## src/rtl/eeg_epoch_streamer.sv

```systemverilog
// Drives one EEG epoch into the accelerator: frames the load, streams a fixed
// number of buffered ADC samples with a minimum strobe spacing, then waits for completion.
module eeg_epoch_streamer #(
  parameter  int ADC_W             = 16,
  parameter  int SAMPLES_PER_EPOCH = 3000,
  parameter  int FIFO_DEPTH        = 8,
  parameter  int MIN_GAP           = 2,
  parameter  int TIMEOUT_CYCLES    = 1 << 20,
  localparam int CNT_W             = $clog2(SAMPLES_PER_EPOCH + 1)
) (
  input  logic             clk,
  input  logic             rst_n,
  input  logic             epoch_start,
  input  logic             adc_valid,
  input  logic [ADC_W-1:0] adc_data,
  output logic             adc_ready,
  output logic             new_sleep_epoch,
  output logic             start_eeg_load,
  output logic             new_eeg_data,
  output logic [ADC_W-1:0] eeg,
  input  logic             inference_complete,
  output logic             busy,
  output logic             done_pulse,
  output logic             timeout_err,
  output logic [CNT_W-1:0] sample_cnt
);

  localparam int PTR_W  = $clog2(FIFO_DEPTH);
  localparam int FILL_W = PTR_W + 1;
  localparam int GAP_W  = (MIN_GAP > 0) ? $clog2(MIN_GAP + 1) : 1;
  localparam int TMO_W  = $clog2(TIMEOUT_CYCLES + 1);

  typedef logic [ADC_W-1:0] adc_data_t;
  typedef enum logic [1:0] {IDLE, START, STREAM, WAIT_INF} state_t;

  state_t            state_q, state_d;
  adc_data_t         mem [FIFO_DEPTH];
  logic [PTR_W:0]    wr_ptr, rd_ptr;
  logic [FILL_W-1:0] fill, fill_next;
  logic [CNT_W-1:0]  acc_cnt, acc_next;
  logic [GAP_W-1:0]  gap_cnt;
  logic [TMO_W-1:0]  tmo_cnt;
  logic              push, pop, start_accept, tmo_hit, epoch_full, ready_d;

  assign fill         = wr_ptr - rd_ptr;
  assign push         = adc_valid & adc_ready;
  assign pop          = (state_q == STREAM) && (fill != '0) && (gap_cnt == '0);
  assign fill_next    = fill + FILL_W'(push) - FILL_W'(pop);
  assign acc_next     = acc_cnt + CNT_W'(push);
  assign start_accept = (state_q == IDLE) && epoch_start;
  assign tmo_hit      = (tmo_cnt == TMO_W'(TIMEOUT_CYCLES - 1));
  assign epoch_full   = (sample_cnt == CNT_W'(SAMPLES_PER_EPOCH));

  always_ff @(posedge clk or negedge rst_n) begin
    if (!rst_n) state_q <= IDLE;
    else        state_q <= state_d;
  end

  // NOTE: every variable assigned here gets a default first, so no path can infer a latch.
  always_comb begin
    state_d = state_q;
    ready_d = 1'b0;
    case (state_q)
      IDLE:     if (epoch_start) state_d = START;
      START:    state_d = STREAM;
      STREAM:   if (epoch_full) state_d = WAIT_INF;
      WAIT_INF: if (inference_complete || tmo_hit) state_d = IDLE;
      default:  state_d = IDLE;
    endcase
    // adc_ready is registered, so it is computed from next-cycle occupancy and acceptance count.
    if (state_d == STREAM)
      ready_d = (fill_next < FILL_W'(FIFO_DEPTH)) && (acc_next < CNT_W'(SAMPLES_PER_EPOCH));
  end

  // NOTE: the sample buffer has no reset; the pointers alone define which entries are valid.
  always_ff @(posedge clk) begin
    if (push) mem[wr_ptr[PTR_W-1:0]] <= adc_data;
  end

  // NOTE: sequential state uses non-blocking assignments so every register samples pre-edge values.
  always_ff @(posedge clk or negedge rst_n) begin
    if (!rst_n) begin
      wr_ptr          <= '0;
      rd_ptr          <= '0;
      acc_cnt         <= '0;
      gap_cnt         <= '0;
      tmo_cnt         <= '0;
      sample_cnt      <= '0;
      eeg             <= '0;
      adc_ready       <= 1'b0;
      new_sleep_epoch <= 1'b0;
      start_eeg_load  <= 1'b0;
      new_eeg_data    <= 1'b0;
      busy            <= 1'b0;
      done_pulse      <= 1'b0;
      timeout_err     <= 1'b0;
    end else begin
      new_sleep_epoch <= start_accept;
      start_eeg_load  <= start_accept;
      new_eeg_data    <= pop;
      done_pulse      <= (state_q == WAIT_INF) && inference_complete;
      busy            <= (state_d != IDLE);
      adc_ready       <= ready_d;
      tmo_cnt         <= ((state_q == WAIT_INF) && !tmo_hit) ? tmo_cnt + TMO_W'(1) : '0;

      if (start_accept) begin
        wr_ptr      <= '0;
        rd_ptr      <= '0;
        acc_cnt     <= '0;
        gap_cnt     <= '0;
        sample_cnt  <= '0;
        timeout_err <= 1'b0;
      end else begin
        if (push) begin
          wr_ptr <= wr_ptr + (PTR_W+1)'(1);
          if (acc_cnt != CNT_W'(SAMPLES_PER_EPOCH)) acc_cnt <= acc_next;
        end
        if (pop) begin
          rd_ptr  <= rd_ptr + (PTR_W+1)'(1);
          eeg     <= mem[rd_ptr[PTR_W-1:0]];
          gap_cnt <= GAP_W'(MIN_GAP);
          if (!epoch_full) sample_cnt <= sample_cnt + CNT_W'(1);
        end else if (gap_cnt != '0) begin
          gap_cnt <= gap_cnt - GAP_W'(1);
        end
        // Completion takes priority over a timeout landing in the same cycle.
        if ((state_q == WAIT_INF) && tmo_hit && !inference_complete) timeout_err <= 1'b1;
      end
    end
  end

endmodule
```

## config.mk

```make
export PLATFORM = sky130hd
export DESIGN_NAME = eeg_epoch_streamer
export DESIGN_NICKNAME = d
export VERILOG_FILES = /design/src/rtl/eeg_epoch_streamer.sv
export SDC_FILE = /design/constraint.sdc
export NUM_CORES = 1
export LEC_CHECK = 0
export ABC_AREA = 1
export ABC_CLOCK_PERIOD_IN_PS = 6300
export BUFFER_PORTS_ARGS = -buffer_cell sky130_fd_sc_hd__clkbuf_2
export CAP_MARGIN = 40
export CORE_MARGIN = 4
export CORE_UTILIZATION = 40
export CTS_CLUSTER_DIAMETER = 150
export DETAILED_ROUTE_END_ITERATION = 10
export GPL_ROUTABILITY_DRIVEN = 1
export RECOVER_POWER = 50
export SLEW_MARGIN = 20
export SYNTH_ARGS = -nofsm -noshare
export SYNTH_HDL_FRONTEND = slang
export SYNTH_SLANG_ARGS = --single-unit
export TNS_END_PERCENT = 5
```

## constraint.sdc

```tcl
create_clock -name clk -period 6.3 [get_ports clk]
set_input_delay 0.945 -clock clk [delete_from_list [all_inputs] [get_ports clk]]
set_output_delay 0.945 -clock clk [all_outputs]
set_load 0.05 [all_outputs]
```

==> run metrics, run 1 <==
failing checks=max-capacitance violations, max-slew violations; synthesized area=9149 sq um; outcome=finished, violations left; CP Launch Type=flop; post-synthesis sequential area ratio=63.62%; antenna cells=0; Tcrit/Tclk final=55.13%; Final Skew=0.02163 ns; Post-DP Area=9748 sq um; Slew @ Worst Pin=1.607 ns; CTS buffer count=23; CTS Root Cell=clkbuf_16; Fin. Hold Viols=0; Critical Path Sink Type=flop; Hold Crit Class=flop to flop; Final Instance Area=10410 sq um; Max FO, Critical Path=35; Max transition margin=-7.146%; Post-Place Cells=1179; Core Area=22570 sq um; Setup WS post-layout=2.827 ns; reg-to-reg slack, setup=2.83 ns; hold slack=0.4807 ns; fin. max-slew vios=26; Area Growth Syn to Fin=13.74%; worst-skew pair later-pin latency=0.52 ns; fraction of layout cells with a size suffix above 1=12.21%; syn_area_per_cell=10.64 sq um; unrepaired setup endpoints after global routing=false; Final Power=4.842 mW; CP Data Required Time=6.67 ns; Power Dens Cells=465.3 nW/um^2; # hold bufs at CTS=0; Post-synth EDFFs=128; DR vias=6356; Cells after Synth=860; die span in y=159.2 microns; synthesis-stage register bit count=207; initial drt markers=426; worst reg2reg path startpoint=rd_ptr[1]; final period demand of the worst path=3.473 ns; CTS tree=built; Reg2Reg Depth=12; clock buffer depth=3; Core Rows=55; Max Freq=0.2879 GHz; reg2reg end=gap_cnt[0]; initial antenna violation count=1; starting density of the core=40.53%; Hold EP=eeg[8]; first-pass GRT wire length=33690 microns; syn_nets=897; clk sink count=207; Final ANT Viol Nets=0; Setup TNS=0 ns; final wirelength=20330 microns; pre-CTS setup slack=2.911 ns; hold path start=eeg[8]; nets=956; FFs w/ async S/R, synth=38.16%; htree depth=1; largest net degree at the start of global routing=69; Detailed Place HPWL=12320 microns; total setup buffers inserted after CTS=0; gr ovfl total=0; vias in the first global route=6276; Ports=56; number of setup violations in the final report=0; Die Area=25360 sq um; gpl congestion=0.8082; Hold Path Cell Cnt=2; GRT Util Overall=16.14%; Primary FF master, synth=edfxtp_1; max cap viols=1; Layout Cells excl Fill=1219; DRC errors left=0; Critical path origin=rd_ptr[1]; Netlist cell types=45; drt pass-1 iters=5; Leak=3.986 nW; Critical Path AT=3.84 ns; Via density=5.214; WS Path Type=flop to flop; post-cts resize count=0; drt wl/cell=16.67 microns; final core occ=46.10%; chip width=159.2 microns; clock-pin slew on the worst setup and hold paths=0.06 ns; synth warn=0; IO Port Bufs=55; peak supply drop=0.0002650 V
## area by class of cell
cell class	instances	area [sq um]
Clock buffer	35	660.6
Clock inverter	5	43.79
Fill cell	2137	12170
Inverter	59	221.5
Multi-Input combinational cell	559	2928
Sequential cell	207	5822
Tap cell	285	356.6
Timing Repair Buffer	69	374.1
## registers in the layout (all words and copies together) (netlist names)
register / count
adc_ready: 1
state_q: 2
wr_ptr: 4
timeout_err: 1
tmo_cnt: 21
done_pulse: 1
gap_cnt: 2
busy: 1
rd_ptr: 4
eeg: 16
start_eeg_load: 1
mem: 128
acc_cnt: 12
sample_cnt: 12
new_eeg_data: 1
## where the power goes
part           switching [mW]  internal, mW  total [mW]
sequential              0.137          1.67        1.80
combinational            1.26         0.529        1.79
clock                   0.525         0.727        1.25
## layer usage
| layer | part of all wire [%] | vias up | GRT usage, % |
|---|---|---|---|
| li1 | - | 3128 | - |
| met1 | 47 | 3066 | 23.15 |
| met2 | 47 | 136 | 26.12 |
| met3 | 5.0 | 24 | 3.055 |
| met4 | 1.3 | 2 | 2.919 |
| met5 | 0.064 | - | 0 |
## Yosys cell counts, types with 2 or more instances
cell      instances  area share [%]
xnor2_1           8            0.77
o22ai_1          18             1.2
o31ai_1           4            0.33
xor2_1           12             1.1
clkinv_1          2           0.082
nand2_1         125             5.1
dfrtp_1          79              22
o21a_1            2            0.16
ha_1             15             2.1
nand4_2           2            0.27
o221ai_1         14             1.3
nand2_2           4            0.27
nor3b_1           3            0.25
buf_6             3            0.37
nor2_2            4            0.27
nor2_4            2            0.25
o21ai_1          12            0.66
nand2_4           3            0.37
inv_1            55             2.3
nand3_1          45             2.5
inv_2             2           0.082
edfxtp_1        128              42
a21oi_1          12            0.66
nor3_2            3            0.33
nand4_1          15             1.0
o21ai_0          89             4.9
clkbuf_1         19            0.78
nor2_1          135             5.5
buf_4             2            0.16
nor3_1           14            0.77
buf_2            10            0.55
o21ai_2           6            0.57
## worst max-delay path by stage
| stage | to | slack [ns] | cells after the start |
|---|---|---|---|
| after floorplan | adc_ready | 3.11 | 19 |
| after global placement | gap_cnt[0] | 3.04 | 12 |
| after detailed placement | gap_cnt[0] | 2.91 | 12 |
| after CTS | gap_cnt[0] | 2.88 | 12 |
| after global routing | gap_cnt[0] | 2.61 | 12 |
| final | gap_cnt[0] | 2.83 | 12 |
## placed cells by master (no fill, tap or decap), drive strengths merged
cell and n:
nor2 141, ha 15, buf 13, fa 1, nand3 46, o22ai 18
o21ai 107, a31o 1, o21a 2, clkinv 6, inv 58, nand4 17
a21oi 13, clkbuf 91, o21bai 1, a31oi 1, nand2 132, or2 1
xnor2 8, dfrtp 79, and3 1, edfxtp 128, o31ai 4, o211ai 1
nand3b 1, o221ai 14, o2bb2ai 1, nor3 17, xor2 12, nor3b 3
o311a 1
## kinds of logic after synthesis
group	Yosys count	share of synthesized area, %
adders and majority gates	16	2.270
DFF	207	63.62
xor gates and xnor gates	20	1.915
buffers and inverters	94	4.322
and+or+nand+nor	359	17.26
AOI/OAI and AO/OA	164	10.61
## worst max-delay path, stage by stage (launching register included)
cell	delay (ns)
dfrtp_1	0.32
buf_4	0.34
inv_1	0.23
buf_4	0.28
fa_1	0.44
xnor2_1	0.24
ha_1	0.23
a31oi_4	0.09
buf_4	0.24
inv_2	0.38
nand3_1	0.22
nand4_1	0.15
o21ai_0	0.13
Power figures use the tool's default switching activity.
==> run 2, diff against run 1 <==
- ABC_CLOCK_PERIOD_IN_PS: 6300 -> 3250
- clock period: 6.3 -> 3.25 ns (I/O delays scaled with it)
==> run metrics, run 2 (synthesized netlist as in run 1, its figures left out) <==
outcome=finished, final reports clean; Post-DP Area=9773 sq um (+0.26%); Setup TNS=0 ns (unchanged); Cell Chain, Critical Path=inv_1 > ha_1 > inv_1 > fa_1 > xnor2_1 > ha_1 > a31oi_4 > buf_4 > inv_2 > nand3_1 > nand4_1 > o21ai_0; initial drt markers=327 (-23%); Hold Crit Class=input pin to flop; Die Area=25360 sq um (unchanged); nets=961 (+0.52%); WS Path Type=flop to flop; Via density=5.100 (-2.2%); Area Growth Syn to Fin=15.29%; GRT Util Overall=15.91% (-0.23 points); clock buffer depth=3 (unchanged); Slew @ Worst Pin=1.227 ns (-0.3798 ns); crit path buf inv count=4 (-1); CTS buffer count=22 (-4.3%); starting density of the core=40.53% (unchanged); Met2 Wirelength=9641 microns (+0.81%); Fillers=2086 (-2.4%); hold slack=0.2202 ns (-0.2605 ns); Critical Path Sink Type=flop; DR vias=6248 (-1.7%); die span in y=159.2 microns (unchanged); peak supply drop=0.0006169 V (+130%); CTS tree=built; htree depth=1 (unchanged); CP Launch Type=flop; vias in the first global route=6099 (-2.8%); fraction of layout cells with a size suffix above 1=12.87% (+0.67 points); CP Data Required Time=3.63 ns (-3.04 ns); Fin. Hold Viols=0 (unchanged); register area=5822 sq um (unchanged); Setup WS post-layout=0.4761 ns (-2.351 ns); Max Freq=0.3605 GHz (+25%); IO Port Bufs=55 (unchanged); commonest non-fill, non-tap cell in the layout=nor2_1; Detailed Place HPWL=11980 microns (-2.8%); Final Instance Area=10550 sq um (+1.4%); most frequent cells in the layout=133 x nor2_1, 128 x edfxtp_1, 126 x nand2_1; gpl congestion=0.8307 (+2.8%); Final Skew=0.02524 ns (+0.003608 ns); number of setup violations in the final report=0 (unchanged); total setup buffers inserted after CTS=0 (unchanged); CP peak stage delay=0.40 ns (-0.04 ns); worst-skew pair later-pin latency=0.52 ns (about the same); final period demand of the worst path=2.774 ns (-0.6992 ns); met3 wire len=983 microns (-4.1%); pre-CTS setup slack=0.4813 ns (-2.430 ns); Final Power=9.752 mW (+100%); max reg flops=128 (unchanged); top routing layer used=met4; gr ovfl total=0 (unchanged); Ports=56 (unchanged); Critical Path AT=3.16 ns (-0.68 ns); max cap viols=0 (-1); met1 wire length=9378 microns (-0.81%); Tcrit/Tclk final=85.35% (+30 points); Core Rows=55 (unchanged); antenna cells=0 (unchanged); DRC errors left=0 (unchanged); Final ANT Viol Nets=0 (unchanged); Core Area=22570 sq um (unchanged); fin. max-slew vios=0 (-100%); first-pass GRT wire length=32880 microns (-2.4%); clk sink count=207 (unchanged); post-cts resize count=0 (unchanged); # hold bufs at CTS=1 (+1); Critical-path top delay cell=dfrtp_1; chip width=159.2 microns (unchanged); Leak=4.053 nW (+1.7%); drt wl/cell=16.60 microns (-0.42%); Max transition margin=18.17% (+25 points); unrepaired setup endpoints after global routing=false; drt pass-1 iters=4 (-1); clock-pin slew on the worst setup and hold paths=0.06 ns (about the same); final wirelength=20340 microns (about the same); largest net degree at the start of global routing=68 (-1.4%); Power Dens Cells=924.6 nW/um^2 (+99%); initial antenna violation count=0 (-1); multi-input logic area=2930 sq um (about the same); CTS Root Cell=clkbuf_16; Max FO, Critical Path=21 (-40%); Top delay family on crit path=adder cells
==> run 2: final timing paths <==
check	startpoint	cells after the start	slack, ns	endpoint
hold reg to reg	timeout_err	1	0.49	timeout_err
max in group asynchronous	rst_n	3	1.24	tmo_cnt[15]
hold / removal	inference_complete	2	0.22	timeout_err
min in group asynchronous	rst_n	2	0.51	eeg[13]
setup / recovery	wr_ptr[0]	12	0.48	gap_cnt[0]
setup reg to reg	wr_ptr[0]	12	0.48	gap_cnt[0]
==> run 2: power breakdown <==
part / leakage (nW) / total, mW / switching [mW] / internal, mW
Combinational: 1.48 / 3.52 / 2.46 / 1.05
Clock: 0.399 / 2.76 / 1.03 / 1.72
Sequential: 2.17 / 3.48 / 0.248 / 3.23
==> run 2: layout make-up <==
cell class                 count  share of cell area (%)
tap                          285                   3.381
clock buffer                  29                   5.753
inverter                      59                   2.100
clock inverter                11                   1.945
multi-input combinational    559                   27.78
sequential                   207                   55.20
timing repair buffer          75                   3.843
==> run 2: worst register-to-register path: stages, from the launching register on <==
cell and delay [ns]:
dfrtp_1 0.40, inv_1 0.10, ha_1 0.15, inv_1 0.06, fa_1 0.37, xnor2_1 0.22, ha_1 0.22, a31oi_4 0.10
buf_4 0.20, inv_2 0.38, nand3_1 0.23, nand4_1 0.12, o21ai_0 0.10
==> run 2: routing by layer <==
layer | vias to the layer above | GRT usage (%)
met1 | 3001 | 21.91
li1 | 3119 | -
met3 | 21 | 2.899
met2 | 107 | 26.76
met5 | - | 0
met4 | 0 | 3.116
==> run 2: stage by stage <==
step | std cells | util, %
after floorplan | 860 | -
after global placement | 1184 | 43.30
after detailed placement | 1184 | 43.30
after CTS | 1225 | 46.94
after global routing | 1225 | 46.73
final | 1225 | 46.73
==> run 3, diff against run 2 <==
- CORE_ASPECT_RATIO: default -> 0.5
==> run metrics, run 3 (synthesized netlist as in run 1, its figures left out) <==
initial antenna violation count=0 (unchanged); post-cts resize count=0 (unchanged); peak supply drop=0.0003734 V (-39%); Via density=5.132 (+0.61%); GRT Util Overall=16.08% (+0.16 points); Psw=3.726 mW (-0.50%); clock-pin slew on the worst setup and hold paths=0.06 ns (about the same); WS Path Type=flop to flop; gpl congestion=0.8010 (-3.6%); final core occ=47.67% (+0.94 points); starting density of the core=41.47% (+0.94 points); CP Data Required Time=3.67 ns (+0.04 ns); total setup buffers inserted after CTS=0 (unchanged); die span in y=114.9 microns (-28%); CTS Root Cell=clkbuf_16; CTS buffer count=20 (-9.1%); Power Dens Cells=909.3 nW/um^2 (-1.6%); outcome=finished, violations left; Fin. Hold Viols=0 (unchanged); nets=960 (-0.10%); antenna cells=0 (unchanged); Layout Cells excl Fill=1237 (+0.98%); Post-Place Cells=1200 (+1.4%); htree depth=1 (unchanged); Leak=4.036 nW (-0.41%); Tcrit/Tclk final=83.92% (-1.4 points); Max FO, Critical Path=3 (-86%); Slew @ Worst Pin=2.060 ns (+0.8331 ns); drt pass-1 iters=5 (+1); clock network fraction of total power=26.8% (-1.5 points); pre-CTS setup slack=0.5174 ns (+0.03605 ns); Hold Crit Class=input pin to flop; most frequent cells in the layout=135 x nor2_1, 128 x edfxtp_1, 126 x nand2_1; number of setup violations in the final report=0 (unchanged); Ports=56 (unchanged); Core Area=22060 sq um (-2.3%); Final ANT Viol Nets=0 (unchanged); sequential cell fraction of total power=36.3% (+0.6 points); Setup WS post-layout=0.5226 ns (+0.04659 ns); Die Area=25500 sq um (+0.58%); commonest non-fill, non-tap cell in the layout=nor2_1; worst-skew pair later-pin latency=0.51 ns (about the same); Comb power frac=36.9% (+0.8 points); max cap viols=1 (+1); unrepaired setup endpoints after global routing=false; GR Util met1=22.85% (+0.94 points); GRT busiest layer=met2; GRT met2 Usage=27.11% (+0.35 points); final period demand of the worst path=2.727 ns (-0.04659 ns); internal power=5.837 mW (-2.8%); IO Port Bufs=55 (unchanged); Area Growth Syn to Fin=14.95%; Final Skew=0.02291 ns (-0.002322 ns); Setup TNS=0 ns (unchanged); CTS tree=built; largest net degree at the start of global routing=68 (unchanged); Critical Path Sink Type=flop; fin. max-slew vios=32 (+32); vias in the first global route=6179 (+1.3%); Max transition margin=-37.37% (-56 points); fraction of layout cells with a size suffix above 1=13.13% (+0.25 points); DRC errors left=0 (unchanged); final wirelength=20470 microns (+0.65%); max reg flops=128 (unchanged); Core Rows=38 (-31%); Critical Path AT=3.15 ns (about the same); Final Power=9.563 mW (-1.9%); drt wl/cell=16.55 microns (-0.32%); sw frac=38.97% (+0.56 points); initial drt markers=511 (+56%); clk sink count=207 (unchanged); CP Launch Type=flop; Detailed Place HPWL=12520 microns (+4.6%); Max Freq=0.3667 GHz (+1.7%); failing checks=max-capacitance violations, max-slew violations; first-pass GRT wire length=33340 microns (+1.4%); DR vias=6348 (+1.6%); chip width=221.9 microns (+39%); gr ovfl total=0 (unchanged); met3 usage=2.296% (-0.60 points); clock buffer depth=3 (unchanged)
==> run 3: final cells by class <==
cell class,count,area (sq um)
Multi-Input combinational cell,559,2930
Clock inverter,11,185.2
Clock buffer,25,559.3
Inverter,59,221.5
Sequential cell,207,5822
Timing Repair Buffer,76,422.9
Fill cell,2032,11540
Tap cell,300,375.4
==> run 3: what timing repair did <==
action | in CTS | in global routing
endpoints found under the setup margin | 0 | 0
hold buffers | 1 | 0
endpoints found under the hold margin | 31 | 0
==> run 3: power groups by stage <==
stage	Sequential, mW	Combinational [mW]	Clock [mW]
after floorplan	4.02	2.12	0
after global placement	3.52	3.50	0
after detailed placement	3.53	3.57	0
after CTS	3.48	3.57	2.62
after global routing	3.53	3.96	2.74
final	3.47	3.52	2.56
==> run 3: worst paths after layout <==
kind | cells after the start | to | start | slack [ns]
setup / recovery | 16 | adc_ready | wr_ptr[0] | 0.52
min in group asynchronous | 2 | eeg[0] | rst_n | 1.14
max in group asynchronous | 2 | rd_ptr[0] | rst_n | 0.78
hold / removal | 2 | timeout_err | inference_complete | 0.19
hold reg to reg | 2 | eeg[14] | eeg[14] | 0.48
setup reg to reg | 16 | adc_ready | wr_ptr[0] | 0.52
==> run 3: metrics by stage <==
stage	hold WS (ns)	cell area (sq um)
after floorplan	0.1919	9149
after global placement	0.4745	9792
after detailed placement	0.4734	9792
after CTS	0.1722	10550
after global routing	0.1832	10520
final	0.1856	10520
==> run 3: worst max-delay path, stage by stage, from the launching register on <==
cell,delay [ns]
dfrtp_1,0.40
inv_1,0.10
ha_1,0.14
inv_1,0.06
fa_1,0.37
xnor2_1,0.16
ha_1,0.24
a31oi_4,0.19
ha_1,0.16
inv_1,0.04
ha_1,0.26
nand3_1,0.08
nand2_1,0.06
xnor2_1,0.12
nor2_1,0.10
nand2_1,0.05
a21oi_1,0.11
==> run 3: metal layers <==
| metal | share of wire [%] | vias up |
|---|---|---|
| li1 | - | 3117 |
| met2 | 46 | 109 |
| met5 | 0 | - |
| met3 | 3.5 | 22 |
| met1 | 49 | 3100 |
| met4 | 1.4 | 0 |
